## config.mk

```make
export PLATFORM = sky130hd
export DESIGN_NAME = uart_frame_streamer_flat
export DESIGN_NICKNAME = d
export VERILOG_FILES = /design/src/rtl/uart_frame_streamer_if.sv /design/src/rtl/uart_frame_streamer.sv /design/src/flat_wrapper.sv
export SDC_FILE = /design/constraint.sdc
export NUM_CORES = 1
export LEC_CHECK = 0
export BUFFER_PORTS_ARGS = -buffer_cell sky130_fd_sc_hd__buf_2
export CORE_MARGIN = 1
export CORE_UTILIZATION = 40
export DETAILED_ROUTE_END_ITERATION = 12
export GPL_ROUTABILITY_DRIVEN = 0
export PLACE_DENSITY = 0.68
export RECOVER_POWER = 50
export SLEW_MARGIN = 10
export SYNTH_ARGS = -nofsm -noshare
export SYNTH_HDL_FRONTEND = slang
export SYNTH_SLANG_ARGS = --single-unit
```

## constraint.sdc

```tcl
create_clock -name sys_clk_i -period 3.8 [get_ports sys_clk_i]
set_clock_uncertainty 0.15 [all_clocks]
set_input_delay 0.57 -clock sys_clk_i [delete_from_list [all_inputs] [get_ports sys_clk_i]]
set_output_delay 0.57 -clock sys_clk_i [all_outputs]
set_load 0.02 [all_outputs]
```

## src/rtl/uart_frame_streamer_if.sv

```systemverilog
// Read-port and byte-UART signals between the frame streamer and its neighbours.
// The master side is the streamer. The slave side is the frame buffer plus the UART.
`timescale 1ns/1ps
interface uart_frame_streamer_if #(
    parameter int X_W        = 6,
    parameter int Y_W        = 5,
    parameter int WORD_BYTES = 4
);
    logic [X_W-1:0]          rd_x_o;
    logic [Y_W-1:0]          rd_y_o;
    logic [8*WORD_BYTES-1:0] rd_data_i;
    logic                    uart_busy_i;
    logic                    uart_wr_o;
    logic [7:0]              uart_dat_o;

    modport master (
        output rd_x_o, rd_y_o, uart_wr_o, uart_dat_o,
        input  rd_data_i, uart_busy_i
    );

    modport slave (
        input  rd_x_o, rd_y_o, uart_wr_o, uart_dat_o,
        output rd_data_i, uart_busy_i
    );
endinterface

```

## src/rtl/uart_frame_streamer.sv

```systemverilog
// Raster-scans a COLS x ROWS word buffer and streams each word byte-by-byte to a byte UART.
// An optional sync header is sent first. The byte order is selectable, and a frame is started by a trigger or runs continuously.
`timescale 1ns/1ps
module uart_frame_streamer #(
    parameter int         COLS       = 40,
    parameter int         ROWS       = 30,
    parameter int         X_W        = 6,
    parameter int         Y_W        = 5,
    parameter int         WORD_BYTES = 4,
    parameter int         HOLDOFF_W  = 13,
    parameter int         HEADER_EN  = 1,
    parameter logic [7:0] HEADER0    = 8'hA5,
    parameter logic [7:0] HEADER1    = 8'h5A,
    parameter int         MSB_FIRST  = 1,
    parameter int         CONTINUOUS = 1
) (
    input  logic sys_clk_i,
    input  logic sys_rst_i,
    input  logic start_i,
    output logic busy_o,
    output logic frame_done_o,
    uart_frame_streamer_if.master bus
);
    localparam int             Z_W    = (WORD_BYTES > 1) ? $clog2(WORD_BYTES) : 1;
    localparam logic [Z_W-1:0] Z_LAST = Z_W'(WORD_BYTES - 1);
    localparam logic [X_W-1:0] X_LAST = X_W'(COLS - 1);
    localparam logic [Y_W-1:0] Y_LAST = Y_W'(ROWS - 1);

    typedef enum logic [2:0] {
        S_IDLE, S_HDR0, S_HDR1, S_FETCH, S_LATCH, S_SEND, S_DONE
    } state_t;

    state_t                  state_reg;
    logic [X_W-1:0]          x_reg;
    logic [Y_W-1:0]          y_reg;
    logic [Z_W-1:0]          z_reg;
    logic [8*WORD_BYTES-1:0] word_reg;
    logic [HOLDOFF_W-1:0]    holdoff_reg;
    logic                    wr_reg;
    logic [7:0]              dat_reg;
    logic                    busy_reg;
    logic                    done_reg;

    logic [7:0]     word_bytes [WORD_BYTES];
    logic [Z_W-1:0] byte_sel;
    logic [7:0]     send_byte;
    logic           can_send;
    logic           go;

    genvar gi;
    generate
        for (gi = 0; gi < WORD_BYTES; gi++) begin : g_bytes
            assign word_bytes[gi] = word_reg[8*gi +: 8];
        end
    endgenerate

    assign byte_sel  = (MSB_FIRST != 0) ? (Z_LAST - z_reg) : z_reg;
    assign send_byte = word_bytes[byte_sel];
    // The wr_reg term keeps two strobes from landing in adjacent cycles before the UART reports busy.
    assign can_send  = (&holdoff_reg) && !bus.uart_busy_i && !wr_reg;
    assign go        = (CONTINUOUS != 0) || start_i;

    always_ff @(posedge sys_clk_i) begin
        if (sys_rst_i) begin
            holdoff_reg <= '0;
        end else if (bus.uart_busy_i) begin
            holdoff_reg <= '0;
        end else if (!(&holdoff_reg)) begin
            holdoff_reg <= holdoff_reg + HOLDOFF_W'(1);
        end
    end

    always_ff @(posedge sys_clk_i) begin
        if (sys_rst_i) begin
            state_reg <= S_IDLE;
            x_reg     <= '0;
            y_reg     <= '0;
            z_reg     <= '0;
            word_reg  <= '0;
            wr_reg    <= 1'b0;
            dat_reg   <= 8'h00;
            busy_reg  <= 1'b0;
            done_reg  <= 1'b0;
        end else begin
            wr_reg   <= 1'b0;
            done_reg <= 1'b0;
            case (state_reg)
                S_IDLE: begin
                    if (go) begin
                        x_reg     <= '0;
                        y_reg     <= '0;
                        z_reg     <= '0;
                        busy_reg  <= 1'b1;
                        state_reg <= (HEADER_EN != 0) ? S_HDR0 : S_FETCH;
                    end
                end
                S_HDR0: begin
                    if (can_send) begin
                        wr_reg    <= 1'b1;
                        dat_reg   <= HEADER0;
                        state_reg <= S_HDR1;
                    end
                end
                S_HDR1: begin
                    if (can_send) begin
                        wr_reg    <= 1'b1;
                        dat_reg   <= HEADER1;
                        state_reg <= S_FETCH;
                    end
                end
                S_FETCH: state_reg <= S_LATCH;
                S_LATCH: begin
                    word_reg  <= bus.rd_data_i;
                    state_reg <= S_SEND;
                end
                S_SEND: begin
                    if (can_send) begin
                        wr_reg  <= 1'b1;
                        dat_reg <= send_byte;
                        if (z_reg != Z_LAST) begin
                            z_reg <= z_reg + Z_W'(1);
                        end else begin
                            z_reg <= '0;
                            if (x_reg == X_LAST && y_reg == Y_LAST) begin
                                state_reg <= S_DONE;
                            end else if (x_reg == X_LAST) begin
                                x_reg     <= '0;
                                y_reg     <= y_reg + Y_W'(1);
                                state_reg <= S_FETCH;
                            end else begin
                                x_reg     <= x_reg + X_W'(1);
                                state_reg <= S_FETCH;
                            end
                        end
                    end
                end
                S_DONE: begin
                    done_reg  <= 1'b1;
                    busy_reg  <= 1'b0;
                    x_reg     <= '0;
                    y_reg     <= '0;
                    state_reg <= S_IDLE;
                end
                default: state_reg <= S_IDLE;
            endcase
        end
    end

    assign bus.rd_x_o     = x_reg;
    assign bus.rd_y_o     = y_reg;
    assign bus.uart_wr_o  = wr_reg;
    assign bus.uart_dat_o = dat_reg;
    assign busy_o         = busy_reg;
    assign frame_done_o   = done_reg;
endmodule

```

## src/flat_wrapper.sv

```systemverilog
// flat-port wrapper written by rule: the top's interface ports become plain ports
module uart_frame_streamer_flat 
#(
    parameter int         COLS       = 40,
    parameter int         ROWS       = 30,
    parameter int         X_W        = 6,
    parameter int         Y_W        = 5,
    parameter int         WORD_BYTES = 4,
    parameter int         HOLDOFF_W  = 13,
    parameter int         HEADER_EN  = 1,
    parameter logic [7:0] HEADER0    = 8'hA5,
    parameter logic [7:0] HEADER1    = 8'h5A,
    parameter int         MSB_FIRST  = 1,
    parameter int         CONTINUOUS = 1
)
  (sys_clk_i, sys_rst_i, start_i, busy_o, frame_done_o, bus_rd_x_o, bus_rd_y_o, bus_uart_wr_o, bus_uart_dat_o, bus_rd_data_i, bus_uart_busy_i);
  uart_frame_streamer_if #(.X_W(X_W), .Y_W(Y_W), .WORD_BYTES(WORD_BYTES)) bus_i ();
  input  logic sys_clk_i;
  input  logic sys_rst_i;
  input  logic start_i;
  output logic busy_o;
  output logic frame_done_o;
  output wire logic [$bits(bus_i.rd_x_o)-1:0] bus_rd_x_o;
  output wire logic [$bits(bus_i.rd_y_o)-1:0] bus_rd_y_o;
  output wire logic [$bits(bus_i.uart_wr_o)-1:0] bus_uart_wr_o;
  output wire logic [$bits(bus_i.uart_dat_o)-1:0] bus_uart_dat_o;
  input wire logic [$bits(bus_i.rd_data_i)-1:0] bus_rd_data_i;
  input wire logic [$bits(bus_i.uart_busy_i)-1:0] bus_uart_busy_i;
  assign bus_rd_x_o = bus_i.rd_x_o;
  assign bus_rd_y_o = bus_i.rd_y_o;
  assign bus_uart_wr_o = bus_i.uart_wr_o;
  assign bus_uart_dat_o = bus_i.uart_dat_o;
  assign bus_i.rd_data_i = bus_rd_data_i;
  assign bus_i.uart_busy_i = bus_uart_busy_i;
  uart_frame_streamer #(.COLS(COLS), .ROWS(ROWS), .X_W(X_W), .Y_W(Y_W), .WORD_BYTES(WORD_BYTES), .HOLDOFF_W(HOLDOFF_W), .HEADER_EN(HEADER_EN), .HEADER0(HEADER0), .HEADER1(HEADER1), .MSB_FIRST(MSB_FIRST), .CONTINUOUS(CONTINUOUS)) u_core (.sys_clk_i(sys_clk_i), .sys_rst_i(sys_rst_i), .start_i(start_i), .busy_o(busy_o), .frame_done_o(frame_done_o), .bus(bus_i));
endmodule
```

==> impl_metrics.env, run 1 <==
export IMPL_status="complete, no violations"
export IMPL_p_sw_frac=0.229
export IMPL_clock_sinks=72
export IMPL_place_hpwl_um=4860
export IMPL_yosys_most_used_dff="dfxtp_1"
export IMPL_grt_max_degree=55
export IMPL_synth_edf_count=0
export IMPL_regToRegEndpoint="u_core.bus.rd_x_o[0]"
export IMPL_holdBufCountCts=0
export IMPL_clock_path_buffers=2
export IMPL_dp_cells=520
export IMPL_hold_viol_final=0
export IMPL_cp_start_kind="flop"
export IMPL_drive_above_1_share=0.159
export IMPL_reg2reg_depth=7
export IMPL_synth_xor_area_frac=0.0219
export IMPL_report_final_slew_viol_count=0
export IMPL_cp_max_fo=14
export IMPL_hold_end="u_core.bus.uart_dat_o[7]"
export IMPL_via_count=2826
export IMPL_fin_cells=536
export IMPL_yosysUniqueCellTypes=43
export IMPL_end_kind="flop"
export IMPL_io_pins=58
export IMPL_drc=0
export IMPL_synthCells=380
export IMPL_leakagePower_uw=0.00120
export IMPL_yosys_area_share_simple=0.242
export IMPL_n_antenna_cell=0
export IMPL_postCtsSetupBuffers=0
export IMPL_ys_seq_elements=72
export IMPL_floorplan_rows=32
export IMPL_drv_cap=0
export IMPL_r2r_slack_ns=1.16
export IMPL_tightest_slew_ns=0.979
export IMPL_place_area_um2=3550
export IMPL_total_power_uw=1400
export IMPL_synth_compound_area_frac=0.171
export IMPL_port_buffers=56
export IMPL_ant_nets=0
export IMPL_clkLatencyLatePin_ns=0.34
export IMPL_synth_nets=421
export IMPL_wl_per_cell_um=13.0
export IMPL_setup_tns_ns=0
export IMPL_initial_core_util=0.414
export IMPL_grt_pass1_wl_um=11900
export IMPL_period_needed_ns=2.64
export IMPL_cp_data_arrival_time_ns=2.77
export IMPL_combPwrFrac=0.032
export IMPL_die_w_um=91.4
export IMPL_clkTransAtPathRegs_ns=0.08
export IMPL_clkPwrFrac=0.425
export IMPL_coreArea_um2=7730
export IMPL_syn_area_um2=3200
export IMPL_wl_um=6960
export IMPL_p_int_uw=1080
export IMPL_grt_usage=0.179
export IMPL_power_switching_uw=321
export IMPL_rsz0062_at_grt="no"
export IMPL_final_common_cell="nand2_1"
export IMPL_synth_seq_area_share=0.451
export IMPL_dr_first_iter_drc_count=169
export IMPL_vias_per_cell=5.27
export IMPL_grt_pass1_vias=2568
export IMPL_ys_warnings_count=0
export IMPL_mostFrequentLayoutCells="83 x nand2_1, 72 x dfxtp_1, 47 x a21oi_1, 34 x buf_2, 24 x nor2_1"
export IMPL_postCtsResizedCells=0
export IMPL_area_growth_pct=16.1
export IMPL_synth_top_family_by_area="simple AND/OR/NAND/NOR gates"
export IMPL_cts_tree="yes"
export IMPL_hp_start="u_core.bus.uart_dat_o[7]"
export IMPL_setup_viol=0
export IMPL_cts_made_buffers=9
export IMPL_largest_reg_flops=32
export IMPL_die_area_um2=8360
export IMPL_cts_root_buf="clkbuf_8"
export IMPL_whs_path_depth=2
export IMPL_r2r_start="u_core.holdoff_reg[0]"
export IMPL_avgSynthCellArea_um2=8.42
export IMPL_muxShareOfSynthArea=0.0563
export IMPL_min_period_over_period=0.695
export IMPL_worstSetupPathType="flop to flop"
export IMPL_p_per_area_nw_per_um2=376
export IMPL_cp_required_ns=3.93
export IMPL_nets=470
export IMPL_async_flop_share=0
export IMPL_pwr_share_seq=0.543
export IMPL_slew_headroom=0.346
export IMPL_ir_drop_mv=0.161
export IMPL_gr_total_overflow=0
export IMPL_final_cell_area_um2=3710
export IMPL_fmax_mhz=379
export IMPL_antenna_found_initial=0
export IMPL_synthAdderAreaFrac=0.0196
export IMPL_dieHeight_um=91.4
export IMPL_drt_pass1_iter_count=4
export IMPL_holdCritPathClass="flop to flop"
export IMPL_htreeDepth=3
## final cells by class
class | instances | area (um^2)
Clock buffer | 9 | 124
Clock inverter | 7 | 72.6
Fill cell | 794 | 4010
Inverter | 12 | 45.0
Multi-Input combinational cell | 275 | 1630
Sequential cell | 72 | 1440
Tap cell | 102 | 128
Timing Repair Buffer | 59 | 272
## synthesized netlist by cell type (3+ instances only)
library cell / n / area, um^2
a211oi_1: 5 / 37.5
a21oi_1: 47 / 235
a31oi_1: 11 / 68.8
buf_1: 3 / 11.3
clkbuf_1: 17 / 63.8
dfxtp_1: 72 / 1440
ha_1: 5 / 62.6
inv_1: 12 / 45.0
mux4_2: 8 / 180
nand2_1: 83 / 312
nand3_1: 13 / 65.1
nand4_1: 4 / 25.0
nor2_1: 24 / 90.1
nor2b_1: 4 / 25.0
nor3_1: 5 / 25.0
nor4_1: 5 / 31.3
o211ai_1: 10 / 75.1
o21ai_0: 11 / 55.1
or3_1: 3 / 18.8
or4_1: 3 / 22.5
xnor2_1: 5 / 43.8
xor2_1: 3 / 26.3
## through the flow
step	worst slack [ns]	utilization	hold slack (ns)
4_1_cts	1.17	0.485	0.292
2_1_floorplan	1.56	-	0.283
6_report	1.16	0.481	0.301
5_1_grt	0.861	0.481	0.305
3_3_place_gp	1.24	0.460	0.287
3_5_place_dp	1.18	0.460	0.291
## power by group through the flow
| stage | Sequential (uW) | Combinational [uW] | Clock, uW |
|---|---|---|---|
| floorplan | 777 | 21.7 | 0 |
| global placement | 777 | 44.8 | 0 |
| detailed placement | 777 | 44.9 | 0 |
| CTS | 760 | 45.2 | 611 |
| global route | 760 | 49.6 | 642 |
| finish | 760 | 44.7 | 594 |
## worst max-delay path, cell delays in order, from the launching register on
cell	delay, ns
dfxtp_1	0.39
ha_1	0.21
nand4_1	0.25
nor4_2	0.27
clkbuf_1	0.49
nand2_1	0.29
or3_1	0.37
a21boi_0	0.16
## how the worst max path moves through the flow
stage / from / to / slack, ns / depth (start not counted)
CTS: u_core.z_reg[0] / u_core.bus.rd_x_o[0] / 1.17 / 6
floorplan: u_core.holdoff_reg[0] / u_core.bus.rd_x_o[5] / 1.56 / 5
detailed placement: u_core.z_reg[0] / u_core.bus.rd_x_o[0] / 1.18 / 6
finish: u_core.holdoff_reg[0] / u_core.bus.rd_x_o[0] / 1.16 / 7
global route: u_core.holdoff_reg[0] / u_core.bus.rd_x_o[0] / 0.86 / 7
global placement: u_core.z_reg[0] / u_core.bus.rd_x_o[0] / 1.24 / 6
## metal layers
metal	GRT usage	vias up	part of all wire
li1	-	1450	-
met1	0.241	1299	0.50
met2	0.278	69	0.45
met3	0.0360	8	0.047
met4	0.0767	0	0.0080
met5	0	-	0
## cells by family (layout without fill, tap and decap cells)
family | after synthesis | in the layout
muxes | 8 | 8
AOI/OAI and AO/OA | 92 | 92
adders and majority gates | 5 | 5
xor gates and xnor gates | 8 | 8
and+or+nand+nor | 162 | 162
DFF | 72 | 72
buffers and inverters | 33 | 87
No activity file was read; power rests on OpenSTA's default activity.
==> run 2: changes to the inputs <==
==> constraint.sdc (replaced) <==
create_clock -name sys_clk_i -period 2.45 [get_ports sys_clk_i]
set_clock_uncertainty 0.15 [all_clocks]
set_input_delay 0.3675 -clock sys_clk_i [delete_from_list [all_inputs] [get_ports sys_clk_i]]
set_output_delay 0.3675 -clock sys_clk_i [all_outputs]
set_load 0.02 [all_outputs]
==> run 2 against run 1 <==
Register-to-register slack got worse by 1.0 ns. Combinational power rose by 66%. Non-clock buffer count rose by 14. Global-route usage grew 0.33 points. Cell area up 3.1%. Largest cell class unchanged.
==> impl_metrics.env, run 2 (synthesis gave the netlist of run 1 again) <==
export IMPL_rsz0062_at_grt="no"
export IMPL_regArea_um2=1440
export IMPL_place_hpwl_um=5170
export IMPL_hold_viol_final=0
export IMPL_period_needed_ns=2.32
export IMPL_end_kind="flop"
export IMPL_status="complete, no violations"
export IMPL_clock_path_buffers=2
export IMPL_ant_nets=0
export IMPL_leakagePower_uw=0.00129
export IMPL_gr_total_overflow=0
export IMPL_mostFrequentLayoutCells="83 x nand2_1, 71 x dfxtp_1, 47 x a21oi_1, 34 x buf_2, 24 x nor2_1"
export IMPL_nets=484
export IMPL_clock_sinks=72
export IMPL_die_area_um2=8360
export IMPL_dieHeight_um=91.4
export IMPL_port_buffers=56
export IMPL_drc=0
export IMPL_worstSetupPathType="flop to flop"
export IMPL_cp_required_ns=2.56
export IMPL_tightest_slew_ns=0.505
export IMPL_clkTransAtPathRegs_ns=0.08
export IMPL_wl_per_cell_um=13.3
export IMPL_cts_tree="yes"
export IMPL_cp_data_arrival_time_ns=2.43
export IMPL_ir_drop_mv=0.256
export IMPL_largest_reg_flops=32
export IMPL_wl_um=7290
export IMPL_n_antenna_cell=0
export IMPL_holdCritPathClass="input port to flop"
export IMPL_htreeDepth=3
export IMPL_coreArea_um2=7730
export IMPL_busiest_layer="met2"
export IMPL_fin_util=0.496
export IMPL_dr_first_iter_drc_count=118
export IMPL_grtUsageMet3=0.0461
export IMPL_final_cell_area_um2=3830
export IMPL_multi_input_area_um2=1630
export IMPL_p_per_area_nw_per_um2=576
export IMPL_cts_made_buffers=9
export IMPL_area_growth_pct=19.7
export IMPL_holdBufCountCts=0
export IMPL_die_w_um=91.4
export IMPL_total_power_uw=2210
export IMPL_grt_pass1_wl_um=12300
export IMPL_cp_max_fo=4
export IMPL_grtUsageMet1=0.240
export IMPL_grt_pass1_vias=2766
export IMPL_drv_cap=0
export IMPL_io_pins=58
export IMPL_setup_viol=0
export IMPL_report_final_slew_viol_count=0
export IMPL_setup_tns_ns=0
export IMPL_grt_usage=0.182
export IMPL_floorplan_rows=32
export IMPL_slew_headroom=0.659
export IMPL_min_period_over_period=0.946
export IMPL_cp_start_kind="flop"
export IMPL_cts_root_buf="clkbuf_8"
export IMPL_grt_max_degree=44
export IMPL_grtUsageMet2=0.294
export IMPL_drt_pass1_iter_count=4
export IMPL_final_common_cell="nand2_1"
export IMPL_fillCellCount=785
export IMPL_clkLatencyLatePin_ns=0.34
export IMPL_fmax_mhz=431
export IMPL_antenna_found_initial=0
export IMPL_via_count=2909
export IMPL_drive_above_1_share=0.188
export IMPL_vias_per_cell=5.29
export IMPL_initial_core_util=0.414
export IMPL_place_area_um2=3660
==> run 2: per-layer routing <==
| metal | share of wire | vias up |
|---|---|---|
| met5 | 0 | - |
| met4 | 0.0096 | 0 |
| met3 | 0.058 | 6 |
| met2 | 0.46 | 82 |
| met1 | 0.47 | 1346 |
| li1 | - | 1475 |
==> run 2: what timing repair did <==
item,in CTS,in global routing
setup buffers,0,0
setup endpoints to repair,0,3
gates resized for setup,0,2
==> run 2: where the power goes <==
part	total, uW	leakage [uW]	internal (uW)	switching [uW]
sequential	1180	0.000581	1170	4.61
combinational	74.1	0.000605	32.2	41.9
clock	956	0.0000989	501	455
==> run 2: area by class of cell <==
type / count / area share
multi-input combinational: 275 / 0.426
sequential: 72 / 0.377
timing repair buffer: 73 / 0.0983
clock buffer: 10 / 0.0359
tap: 102 / 0.0333
clock inverter: 6 / 0.0176
inverter: 12 / 0.0118
==> run 2: final timing paths <==
path                    startpoint                   end  slack (ns)  cells after the start
max          u_core.holdoff_reg[1]  u_core.bus.rd_x_o[5]        0.13                      5
min               bus_rd_data_i[8]    u_core.word_reg[8]        0.10                      3
max reg2reg  u_core.holdoff_reg[1]  u_core.bus.rd_x_o[5]        0.13                      5
min reg2reg    u_core.word_reg[11]   u_core.word_reg[11]        0.30                      2
==> run 2: critical path: stages, from the launching register on <==
cell and delay, ns:
dfxtp_2 0.35, ha_1 0.19, nand4_2 0.15, or4_1 0.56
or4b_4 0.59, o31ai_2 0.23
==> run 2: through the flow <==
stage,instances,hold WS [ns],worst slack [ns]
3_5_place_dp,534,0.294,0.104
5_1_grt,550,0.0916,0.0186
6_report,550,0.105,0.131
3_3_place_gp,534,0.290,0.175
4_1_cts,550,0.0887,0.0839
2_1_floorplan,380,0.283,0.208
==> run 3: changes to the inputs <==
--- a/config.mk
+++ b/config.mk
@@ -6,6 +6,7 @@
 export NUM_CORES = 1
 export LEC_CHECK = 0
 export BUFFER_PORTS_ARGS = -buffer_cell sky130_fd_sc_hd__buf_2
+export CORE_ASPECT_RATIO = 1.25
 export CORE_MARGIN = 1
 export CORE_UTILIZATION = 40
 export DETAILED_ROUTE_END_ITERATION = 12
==> run 3 against run 2 <==
Combinational power grew 1%. Clock power down 6.6%. Cell count shrank 1.3%. Highest routed layer unchanged.
==> impl_metrics.env, run 3 (synthesis gave the netlist of run 1 again) <==
export IMPL_clock_sinks=72
export IMPL_port_buffers=56
export IMPL_initial_core_util=0.411
export IMPL_vias_per_cell=5.26
export IMPL_nets=484
export IMPL_wl_um=7250
export IMPL_rsz0062_at_grt="no"
export IMPL_worst_slack_ns=0.138
export IMPL_cts_made_buffers=9
export IMPL_antenna_found_initial=0
export IMPL_io_pins=58
export IMPL_ant_nets=0
export IMPL_drv_cap=0
export IMPL_pre_cts_ws_ns=0.152
export IMPL_fillCellCount=784
export IMPL_coreArea_um2=7790
export IMPL_htreeDepth=3
export IMPL_fin_util=0.489
export IMPL_area_growth_pct=19.0
export IMPL_wl_per_cell_um=13.3
export IMPL_hold_viol_final=0
export IMPL_dr_first_iter_drc_count=150
export IMPL_place_hpwl_um=5160
export IMPL_fmax_mhz=433
export IMPL_leakagePower_uw=0.00128
export IMPL_gr_total_overflow=0
export IMPL_cts_root_buf="clkbuf_8"
export IMPL_end_kind="flop"
export IMPL_fin_cells=543
export IMPL_via_count=2855
export IMPL_slew_headroom=0.597
export IMPL_cp_required_ns=2.57
export IMPL_cp_data_arrival_time_ns=2.43
export IMPL_final_common_cell="nand2_1"
export IMPL_drc=0
export IMPL_postCtsSetupBuffers=0
export IMPL_cp_start_kind="flop"
export IMPL_period_needed_ns=2.31
export IMPL_dieHeight_um=102
export IMPL_largest_reg_flops=32
export IMPL_dp_cells=527
export IMPL_holdCritPathClass="input port to flop"
export IMPL_cp_max_fo=4
export IMPL_ir_drop_mv=0.556
export IMPL_clkLatencyLatePin_ns=0.35
export IMPL_mostFrequentLayoutCells="83 x nand2_1, 72 x dfxtp_1, 47 x a21oi_1, 34 x buf_2, 24 x nor2_1"
export IMPL_grt_pass1_vias=2743
export IMPL_cts_tree="yes"
export IMPL_die_w_um=82.0
export IMPL_floorplan_rows=36
export IMPL_drt_pass1_iter_count=4
export IMPL_grt_max_degree=47
export IMPL_setup_viol=0
export IMPL_report_final_slew_viol_count=0
export IMPL_worstSetupPathType="flop to flop"
export IMPL_clock_path_buffers=2
export IMPL_setup_tns_ns=0
export IMPL_whs_ns=0.0829
export IMPL_clkTransAtPathRegs_ns=0.09
export IMPL_p_per_area_nw_per_um2=564
export IMPL_n_antenna_cell=0
export IMPL_grt_usage=0.189
export IMPL_min_period_over_period=0.944
export IMPL_drive_above_1_share=0.183
export IMPL_status="complete, no violations"
export IMPL_die_area_um2=8360
export IMPL_grt_pass1_wl_um=12200
export IMPL_tightest_slew_ns=0.604
[run 3: changes by cell type in the layout (fill, tap and decap cells not counted)]
cell / previous run / this run
dfxtp_1: 71 / 72
clkbuf_8: 10 / 9
clkinv_2: 1 / 0
inv_8: 0 / 1
bufinv_16: 1 / 0
buf_4: 16 / 15
nor4_2: 2 / 0
dfxtp_2: 1 / 0
inv_6: 1 / 3
nand4_2: 1 / 0
nand4_1: 4 / 5
nor4_4: 0 / 2
clkbuf_2: 0 / 1
[run 3: critical path: stages (launching register included)]
cell and delay (ns):
dfxtp_1 0.38, ha_1 0.21, nand4_1 0.14, or4_1 0.54, or4b_4 0.59, o31ai_2 0.22
[run 3: repair_timing]
| item | 4_1_cts | 5_1_grt |
|---|---|---|
| setup endpoints to repair | 0 | 5 |
| resized for setup | 0 | 2 |
| hold buffers | 0 | 0 |
[run 3: report_power, final]
part	switching (uW)	internal [uW]
Combinational	42.9	32.3
Clock	507	387
Sequential	4.91	1170
Total	555	1590
[run 3: through the flow]
step	total power (uW)	cell area (um^2)
3_5_place_dp	1280	3650
6_report	2150	3810
5_1_grt	2230	3810
4_1_cts	2170	3840
3_3_place_gp	1280	3650
2_1_floorplan	1240	3200
[run 3: per-layer routing]
metal  part of all wire  vias to the layer above  track usage
met5                  0                        -            0
met1               0.46                     1310        0.233
met2               0.49                       62        0.321
li1                   -                     1474            -
met4              0.011                        0       0.0580
met3              0.046                        9       0.0455
[run 3: worst paths after layout]
path,startpoint,end,slack (ns),cells past startpoint
max reg2reg,u_core.holdoff_reg[1],u_core.bus.rd_x_o[5],0.14,5
max,u_core.holdoff_reg[1],u_core.bus.rd_x_o[5],0.14,5
min,bus_rd_data_i[24],u_core.word_reg[24],0.08,3
min reg2reg,u_core.word_reg[19],u_core.word_reg[19],0.31,2
[run 3: layout make-up]
class | count | area, um^2 | area share
clock buffers | 9 | 124 | 0.0325
clock inverters | 7 | 61.3 | 0.0161
inverters | 12 | 45.0 | 0.0118
multi-input cells | 275 | 1640 | 0.432
flip-flops and latches | 72 | 1440 | 0.378
well taps | 95 | 119 | 0.0312
repair buffers | 73 | 374 | 0.0982
